**config.mk**
```make
export PLATFORM = sky130hd
export DESIGN_NAME = unidade_de_busca_flat
export DESIGN_NICKNAME = d
export VERILOG_FILES = /design/src/rtl/unidade_de_busca_if.sv /design/src/rtl/unidade_de_busca.sv /design/src/flat_wrapper.sv
export SDC_FILE = /design/constraint.sdc
export NUM_CORES = 1
export LEC_CHECK = 0
export CAP_MARGIN = 40
export CORE_UTILIZATION = 39
export CTS_CLUSTER_DIAMETER = 40
export DETAILED_ROUTE_END_ITERATION = 10
export GPL_TIMING_DRIVEN = 0
export PLACE_DENSITY = 0.71
export SLEW_MARGIN = 20
export SYNTH_ARGS = -nofsm -noshare
export SYNTH_HDL_FRONTEND = slang
export SYNTH_SLANG_ARGS = --single-unit
```
**constraint.sdc**
```tcl
create_clock -name clock -period 4.3 [get_ports clock]
set_input_delay 0.86 -clock clock [delete_from_list [all_inputs] [get_ports clock]]
set_output_delay 0.86 -clock clock [all_outputs]
set_load 0.01 [all_outputs]
```
**src/rtl/unidade_de_busca_if.sv**
```systemverilog
// Fetch-to-control-unit bus: instruction memory port plus decoded instruction handshake.
// master = fetch stage, slave = memory/control-unit side.
interface unidade_de_busca_if #(
  parameter int LARG_PC = 4
);
  logic [LARG_PC-1:0] endInstr;
  logic               rdInstr;
  logic [7:0]         instrByte;
  logic [3:0]         opcode;
  logic [3:0]         operando;
  logic               instrValida;
  logic               ucPronta;

  modport master (
    output endInstr, rdInstr, opcode, operando, instrValida,
    input  instrByte, ucPronta
  );

  modport slave (
    input  endInstr, rdInstr, opcode, operando, instrValida,
    output instrByte, ucPronta
  );
endinterface

```
**src/rtl/unidade_de_busca.sv**
```systemverilog
// Instruction fetch stage: reads one byte per step, splits it into opcode/operando, hands it
// to the control unit with valid/ready, detects halt. Define SALTO_EN to execute 4'hE jumps locally.
//
// state   | meaning
// BUSCA   | idle / issue read strobe when habilita=1
// ESPERA  | waiting LAT_MEM cycles for memory data
// ENTREGA | instruction valid, waiting for ucPronta
// PARADO  | halt opcode seen, only reset leaves
module unidade_de_busca #(
  parameter int LARG_PC = 4,
  parameter int LAT_MEM = 1
) (
  input  logic               clock,
  input  logic               resetn,
  input  logic               habilita,
  unidade_de_busca_if.master bus,
  output logic [LARG_PC-1:0] pc,
  output logic               parado
);

  typedef enum logic [1:0] {
    BUSCA   = 2'd0,
    ESPERA  = 2'd1,
    ENTREGA = 2'd2,
    PARADO  = 2'd3
  } estado_t;

  localparam logic [3:0] OP_HALT  = 4'hF;
  localparam logic [3:0] OP_SALTO = 4'hE;

  estado_t            estado_q;
  logic [2:0]         cont_q;
  logic [LARG_PC-1:0] pc_q;
  logic [3:0]         opcode_q;
  logic [3:0]         operando_q;
  logic               valida_q;
  logic               parado_q;

  logic [3:0] op_mem;
  logic [3:0] arg_mem;

  assign op_mem  = bus.instrByte[7:4];
  assign arg_mem = bus.instrByte[3:0];

  always_ff @(posedge clock or negedge resetn) begin
    if (!resetn) begin
      estado_q   <= BUSCA;
      cont_q     <= 3'd0;
      pc_q       <= '0;
      opcode_q   <= 4'd0;
      operando_q <= 4'd0;
      valida_q   <= 1'b0;
      parado_q   <= 1'b0;
    end else begin
      case (estado_q)
        BUSCA: begin
          if (habilita) begin
            cont_q   <= 3'(LAT_MEM);
            estado_q <= ESPERA;
          end
        end

        ESPERA: begin
          cont_q <= cont_q - 3'd1;
          if (cont_q == 3'd1) begin
            opcode_q   <= op_mem;
            operando_q <= arg_mem;
            if (op_mem == OP_HALT) begin
              parado_q <= 1'b1;
              estado_q <= PARADO;
            end
`ifdef SALTO_EN
            else if (op_mem == OP_SALTO) begin
              // taken jump is never shown to the control unit
              pc_q     <= LARG_PC'(arg_mem);
              estado_q <= BUSCA;
            end
`endif
            else begin
              valida_q <= 1'b1;
              estado_q <= ENTREGA;
            end
          end
        end

        ENTREGA: begin
          if (bus.ucPronta) begin
            valida_q <= 1'b0;
            pc_q     <= pc_q + LARG_PC'(1);
            estado_q <= BUSCA;
          end
        end

        PARADO: begin
          estado_q <= PARADO;
        end

        default: estado_q <= BUSCA;
      endcase
    end
  end

  // strobe is gated by resetn so it reads 0 while reset is held
  assign bus.rdInstr     = resetn && (estado_q == BUSCA) && habilita;
  assign bus.endInstr    = pc_q;
  assign bus.opcode      = opcode_q;
  assign bus.operando    = operando_q;
  assign bus.instrValida = valida_q;
  assign pc              = pc_q;
  assign parado          = parado_q;

endmodule
```
**src/flat_wrapper.sv**
```systemverilog
// flat-port wrapper written by rule: the top's interface ports become plain ports
module unidade_de_busca_flat 
#(
  parameter int LARG_PC = 4,
  parameter int LAT_MEM = 1
)
  (clock, resetn, habilita, pc, parado, bus_endInstr, bus_rdInstr, bus_opcode, bus_operando, bus_instrValida, bus_instrByte, bus_ucPronta);
  unidade_de_busca_if #(.LARG_PC(LARG_PC)) bus_i ();
  input  logic clock;
  input  logic resetn;
  input  logic habilita;
  output logic [LARG_PC-1:0] pc;
  output logic parado;
  output wire logic [$bits(bus_i.endInstr)-1:0] bus_endInstr;
  output wire logic [$bits(bus_i.rdInstr)-1:0] bus_rdInstr;
  output wire logic [$bits(bus_i.opcode)-1:0] bus_opcode;
  output wire logic [$bits(bus_i.operando)-1:0] bus_operando;
  output wire logic [$bits(bus_i.instrValida)-1:0] bus_instrValida;
  input wire logic [$bits(bus_i.instrByte)-1:0] bus_instrByte;
  input wire logic [$bits(bus_i.ucPronta)-1:0] bus_ucPronta;
  assign bus_endInstr = bus_i.endInstr;
  assign bus_rdInstr = bus_i.rdInstr;
  assign bus_opcode = bus_i.opcode;
  assign bus_operando = bus_i.operando;
  assign bus_instrValida = bus_i.instrValida;
  assign bus_i.instrByte = bus_instrByte;
  assign bus_i.ucPronta = bus_ucPronta;
  unidade_de_busca #(.LARG_PC(LARG_PC), .LAT_MEM(LAT_MEM)) u_core (.clock(clock), .resetn(resetn), .habilita(habilita), .bus(bus_i), .pc(pc), .parado(parado));
endmodule
```
======== Word-level counts from Yosys, hierarchy flattened ========
Index checks and enable logic that the tools add are counted.
word-level totals
  register bits ........................... 19
  output and inout bits ................... 19
  logic and storage cells ................. 40
  input bits .............................. 12
cells by class
  add/sub/neg operators ................... 2
  eq/ne operators ......................... 9
  reduce and logical (&&, ||, !) cells .... 11
  mux-type cells .......................... 11
operators with widths
  cell                   count
  $pmux W2 S4            1
  $mux W2                3
  $ne A2 B2 Y1 const B   3
  $pmux W3 S2            1
  $reduce_and A2 Y1      3
  $reduce_and A3 Y1      2
  $add A4 B1 Y4 const B  1
  $eq A2 B2 Y1 const B   2
  $eq A4 B4 Y1 const B   1
  $mux W1                4
  $reduce_and A4 Y1      1
  $reduce_bool A2 Y1     2
  $eq A3 B1 Y1 const B   1
  $mux W3                1
  $sub A3 B1 Y3 const B  1
  $eq A2 B1 Y1 const B   1
  $logic_and A1 B1 Y1    2
  $logic_not A2 Y1       1
  $ne A2 B1 Y1 const B   1
  $pmux W1 S2            1

======== Logic depth before layout (Yosys ltp) ========
Gate-level depths: netlist of the first run.
  depth after elaboration ................. 4
  depth in mapped cells ................... 6
  depth with buffers taken out ............ 5

======== Worst setup path after synthesis of the first run ========
No wires, ideal clock.
  path kind ............................... input port to output port
  start point ............................. input habilita
  end point ............................... output bus_rdInstr
  path buffers ............................ 0
  path slack .............................. 2.192 ns
  arrival ................................. 1.248 ns
  data required time ...................... 3.440 ns
  cell stages on the path ................. 2
  cells stage by stage .................... nand2b_1 -> nor3b_1
between the ends
  cells in the longest elaborated chain, start to end .. 1
ends and longest elaborated chain
  what                 line                     text
  from (decl)          flat_wrapper.sv:11       input logic habilita;
  $logic_and A1 B1 Y1  unidade_de_busca.sv:104  assign bus.rdInstr = resetn && (estado_q == BUSCA) && habilita;
  to (decl)            flat_wrapper.sv:15       output wire logic [$bits(bus_i.rdInstr)-1:0] bus_rdInstr;
No other way between the ends.

======== Worst setup path after layout of the first run ========
  start point ............................. input resetn
  end point ............................... output bus_rdInstr
between the ends
  cells in the longest elaborated chain, start to end .. 2
ends and longest elaborated chain
  what                               line                     text
  from (decl)                        flat_wrapper.sv:10       input logic resetn;
  $logic_and A1 B1 Y1 (2 in series)  unidade_de_busca.sv:104
No other way between the ends.

==> results.json, run 1 <==
{
  "core_um2": 2040,
  "viasPerCell": 4.53,
  "grt_usage": 0.146,
  "p_leak_nw": 0.588,
  "ir_drop_v": 0.000195,
  "power_density_nw_per_um2": 224,
  "vias": 594,
  "hold_class": "reg2reg",
  "cts.reportedPaths.clkPinSlew_ps": 100,
  "htree_num_levels": 1,
  "clockBufferDepth": 2,
  "status": "completed",
  "slew_violations": 0,
  "mostFrequentLayoutCells": "clkdlybuf4s50_1 (30), dfrtp_1 (19), mux2_4 (7), nand2_1 (7), inv_1 (5)",
  "cts_buffers": 3,
  "synthCells": 69,
  "ys_seq_area_frac": 0.541,
  "post_cts_resized": 0,
  "postRouteAntennaNets": 0,
  "rows": 16,
  "fin_total_pwr_w": 0.000280,
  "io_pins": 31,
  "slew_headroom": 0.674,
  "drc": 0,
  "drive_gt1_frac": 0.173,
  "fmax_mhz": 288,
  "drtIter0Drc": 10,
  "ys_ff_latch": 19,
  "syn_to_final_growth_pct": 42.3,
  "seq_area_um2": 475,
  "pwr-share-comb": 0.060,
  "ys_warn_count": 0,
  "totalWireLength_um": 1500,
  "worstPathRequired_ps": 3440,
  "worst_slew_pin_slew_ps": 487,
  "grt-ovfl-total": 0,
  "period_minus_slack_ps": 3470,
  "setup_tns_ps": 0,
  "final_nets": 120,
  "start_util": 0.430,
  "min_period_over_period": 0.806,
  "hold_buffers": 0,
  "route.detailed.wl_per_inst_um": 11.5,
  "crit_type": "in2out",
  "yosysUniqueCellTypes": 23,
  "pwr-share-clk": 0.301,
  "worstPathArrival_ps": 2610,
  "clkLatencyLatePin_ps": 290,
  "post_cts_buffers": 0,
  "critPathLaunchType": "input pin",
  "crit_path_end_kind": "primary output",
  "num_antenna_cells": 0,
  "clock-sinks": 19,
  "crit_fanout": 11,
  "antenna_found_initial": 0,
  "grt_max_degree": 12,
  "cts_tree": "yes",
  "syn_area_um2": 878,
  "place_worst_setup_slack_ps": 819,
  "cap_violations": 0,
  "numPortBuffers": 30,
  "gp_congestion": 0.708,
  "rsz0062_at_grt": "false",
  "die_area_um2": 2450,
  "hold_viol": 0,
  "grt_pass1_wl_um": 2700,
  "setup_ws_ps": 833,
  "final_common_cell": "clkdlybuf4s50_1",
  "dr.pass1.iters": 3,
  "p_switching_w": 0.0000545,
  "fillers": 199,
  "setup_viol": 0,
  "grt_pass1_vias": 607,
  "fp.dieH_um": 49.5,
  "pwr-share-seq": 0.639,
  "root_buffer": "clkbuf_4",
  "syn_nets": 84,
  "dp_hpwl_um": 1170,
  "syn_area_per_cell_um2": 12.7,
  "finClkSkew_ps": 3.33,
  "p_int_w": 0.000225,
  "multi_input_area_um2": 343,
  "p_sw_frac": 0.195,
  "die_w_um": 49.5
}
-- area by class of cell --
class / instances / area share
Buffer: 5 / 0.0330
Timing Repair Buffer: 31 / 0.249
Multi-Input combinational cell: 40 / 0.274
Inverter: 5 / 0.0150
Tap cell: 27 / 0.0270
Clock buffer: 4 / 0.0210
Sequential cell: 19 / 0.380
-- path summary, 6_finish.rpt --
path,from,to,slack (ps),depth (start not counted)
worst max-delay path,resetn,bus_rdInstr,830,4
worst min-delay path,u_core.parado,u_core.parado,480,1
worst max register to register,u_core.cont_q[1],u_core.bus.operando[0],2840,5
worst min register to register,u_core.parado,u_core.parado,480,1
max in group asynchronous,resetn,u_core.cont_q[2],2960,2
min in group asynchronous,resetn,u_core.bus.opcode[0],890,1
-- worst max-delay path, cell delays in order --
cell and delay (ps):
clkdlybuf4s50_1 770, buf_6 220, nor3b_1 190, clkdlybuf4s50_1 560
-- registers in the layout, indices dropped and copies added, names as in the netlist --
signal	flops
u_core.bus.opcode	4
u_core.cont_q	3
u_core.estado_q	2
u_core.bus.endInstr	4
u_core.bus.instrValida	1
u_core.parado	1
u_core.bus.operando	4
-- cells by family after synthesis --
kind of cell / Yosys count / share of synthesized area
DFF: 19 / 0.541
and+or+nand+nor: 16 / 0.108
buffers and inverters: 10 / 0.0684
AOI/OAI and AO/OA: 9 / 0.0655
muxes: 9 / 0.144
xor gates and xnor gates: 3 / 0.0299
adders and majority gates: 3 / 0.0427
-- stage by stage --
step / area (um2) / util / std cells / hold slack (ps)
global route: 1250 / 0.612 / 131 / 526
global placement: 1210 / 0.594 / 126 / 461
detailed placement: 1220 / 0.599 / 127 / 464
CTS: 1250 / 0.612 / 131 / 489
floorplan: 878 / - / 69 / 450
finish: 1250 / 0.612 / 131 / 485
-- synthesized netlist by cell type --
| cell type | count | area, um2 |
|---|---|---|
| nor3b_1 | 1 | 7.51 |
| dfrtp_1 | 19 | 475 |
| nand2_1 | 7 | 26.3 |
| nor2_1 | 1 | 3.75 |
| mux2_4 | 7 | 105 |
| nand4_1 | 2 | 12.5 |
| a21oi_1 | 1 | 5.00 |
| o21bai_1 | 2 | 15.0 |
| a22oi_1 | 1 | 7.51 |
| ha_1 | 3 | 37.5 |
| inv_1 | 5 | 18.8 |
| a22o_1 | 1 | 8.76 |
| mux2i_1 | 1 | 10.0 |
| nand3b_1 | 1 | 7.51 |
| xnor2_1 | 3 | 26.3 |
| nand2b_1 | 2 | 12.5 |
| and4bb_4 | 1 | 16.3 |
| buf_6 | 1 | 11.3 |
| a31oi_1 | 1 | 6.26 |
| mux2_2 | 1 | 11.3 |
| o21ai_0 | 3 | 15.0 |
| and3b_1 | 1 | 8.76 |
| buf_4 | 4 | 30.0 |
-- power by group through the flow --
stage	clock, W	sequential [W]	combinational (W)
after floorplan	0	0.000183	0.000000713
after global placement	0	0.000182	0.0000158
after detailed placement	0	0.000182	0.0000170
after CTS	0.0000907	0.000179	0.0000171
after global routing	0.0000975	0.000179	0.0000185
final	0.0000843	0.000179	0.0000167
-- routing by layer --
metal	wire length [um]	GRT usage	share of wire	vias to the layer above
li1	-	-	-	301
met1	691	0.178	0.46	273
met2	719	0.251	0.48	20
met3	93	0.0494	0.062	0
met4	0	0.0286	0	0
met5	0	0	0	-
Power figures use the tool's default switching activity.
==> run 2, diff against run 1 <==
==> constraint.sdc (replaced) <==
create_clock -name clock -period 3.2 [get_ports clock]
set_input_delay 0.64 -clock clock [delete_from_list [all_inputs] [get_ports clock]]
set_output_delay 0.64 -clock clock [all_outputs]
set_load 0.01 [all_outputs]
==> results.json, run 2 (synthesized netlist as in run 1, its figures left out) <==
{
  "status": "completed",
  "worst_slew_pin_slew_ps": 494,
  "clockBufferDepth": 2,
  "worst-path-buf-inv": 3,
  "worstPathArrival_ps": 2000,
  "fillers": 198,
  "die_area_um2": 2450,
  "viasPerCell": 4.53,
  "worstPathCellList": "dlymetal6s2s_1, buf_6, nor3b_1, clkdlybuf4s50_1",
  "slew_headroom": 0.670,
  "cap_violations": 0,
  "totalWireLength_um": 1500,
  "fmax_mhz": 378,
  "hold_viol": 0,
  "rows": 16,
  "power_density_nw_per_um2": 300,
  "antenna_found_initial": 0,
  "p_int_w": 0.000303,
  "cp_top_family": "buffers and inverters",
  "root_buffer": "clkbuf_4",
  "rr_endpoint": "u_core.bus.operando[0]",
  "cts_buffers": 3,
  "core_um2": 2040,
  "htree_num_levels": 1,
  "grt-ovfl-total": 0,
  "clock-sinks": 19,
  "grt_usage": 0.146,
  "rsz0062_at_grt": "false",
  "dp_hpwl_um": 1170,
  "vias": 594,
  "p_switching_w": 0.0000732,
  "grt_max_degree": 12,
  "cts.reportedPaths.clkPinSlew_ps": 100,
  "die_w_um": 49.5,
  "finClkSkew_ps": 3.33,
  "postRouteAntennaNets": 0,
  "pwr-share-clk": 0.301,
  "rr_startpoint": "u_core.cont_q[1]",
  "num_antenna_cells": 0,
  "crit_fanout": 11,
  "start_util": 0.430,
  "final_common_cell": "clkdlybuf4s50_1",
  "io_pins": 31,
  "drc": 0,
  "worst_r2r_path_depth": 5,
  "worst_path_max_delay_cell": "clkdlybuf4s50_1",
  "crit_path_end_kind": "primary output",
  "post_cts_buffers": 0,
  "mostFrequentLayoutCells": "clkdlybuf4s50_1 (29), dfrtp_1 (19), mux2_4 (7), nand2_1 (7), inv_1 (5)",
  "pwr-share-comb": 0.059,
  "grt_pass1_vias": 607,
  "period_minus_slack_ps": 2640,
  "p_sw_frac": 0.195,
  "slowest_delay_ps": 560,
  "final_nets": 120,
  "fp.dieH_um": 49.5,
  "path_depth": 4,
  "cts_tree": "yes",
  "drive_gt1_frac": 0.173,
  "critPathCapture": "bus_rdInstr",
  "hold_class": "in2async",
  "fin_total_pwr_w": 0.000376,
  "crit_start": "resetn",
  "crit_type": "in2out",
  "min_period_over_period": 0.826,
  "route.detailed.wl_per_inst_um": 11.5,
  "setup_viol": 0,
  "critPathLaunchType": "input pin",
  "syn_to_final_growth_pct": 42.6,
  "slew_violations": 0,
  "drtIter0Drc": 10,
  "clkLatencyLatePin_ps": 290,
  "p_leak_nw": 0.597,
  "gp_congestion": 0.708,
  "worstPathRequired_ps": 2560,
  "grt_pass1_wl_um": 2700,
  "ff2ff_setup_slack_ps": 1740,
  "numPortBuffers": 30,
  "ir_drop_v": 0.000262,
  "dr.pass1.iters": 3,
  "pwr-share-seq": 0.639,
  "setup_tns_ps": 0
}
run 2: changes by cell type in the layout (fill, tap and decap cells not counted):
cell,previous run,this run
clkdlybuf4s50_1,30,29
dlymetal6s2s_1,0,1
run 2: layout make-up:
class | count | area (um2) | area share
well taps | 27 | 33.8 | 0.0270
inverters | 5 | 18.8 | 0.0150
repair buffers | 31 | 314 | 0.251
plain buffers | 5 | 41.3 | 0.0330
clock buffers | 4 | 26.3 | 0.0210
multi-input cells | 40 | 343 | 0.274
flip-flops and latches | 19 | 475 | 0.380
run 2: power by group through the flow:
| stage | Sequential [W] | Clock (W) | Combinational [W] |
|---|---|---|---|
| after floorplan | 0.000245 | 0 | 0.000000957 |
| after global placement | 0.000245 | 0 | 0.0000212 |
| after detailed placement | 0.000245 | 0 | 0.0000228 |
| after CTS | 0.000240 | 0.000122 | 0.0000230 |
| after global routing | 0.000241 | 0.000131 | 0.0000248 |
| final | 0.000240 | 0.000113 | 0.0000223 |
run 2: worst min path at each step:
stage | from | endpoint | depth (start not counted)
6_report | resetn | u_core.bus.opcode[0] | 1
5_1_grt | resetn | u_core.bus.endInstr[3] | 1
4_1_cts | u_core.parado | u_core.parado | 1
3_5_place_dp | u_core.parado | u_core.parado | 1
3_3_place_gp | u_core.parado | u_core.parado | 1
2_1_floorplan | resetn | u_core.bus.endInstr[0] | 0
run 2: what timing repair did:
action                     4_1_cts  5_1_grt
hold buffers                     0        0
gates resized for setup          0        1
setup endpoints to repair        0        1
run 2: per-stage QoR:
stage               cell area (um2)  instances  setup WS, ps  hold WS [ps]   util
finish                         1250        131           557           287  0.613
global route                   1250        131           372           316  0.613
CTS                            1250        131           131           489  0.612
detailed placement             1220        127           159           464  0.599
global placement               1210        126          8.94           461  0.594
floorplan                       878         69          1530           344      -
run 2: metal layers:
layer  GRT usage  vias up  wire length (um)
met3      0.0494        0                92
met4      0.0286        0                 0
met2       0.251       20               720
met1       0.178      273               691
li1            -      301                 -
met5           0        -                 0
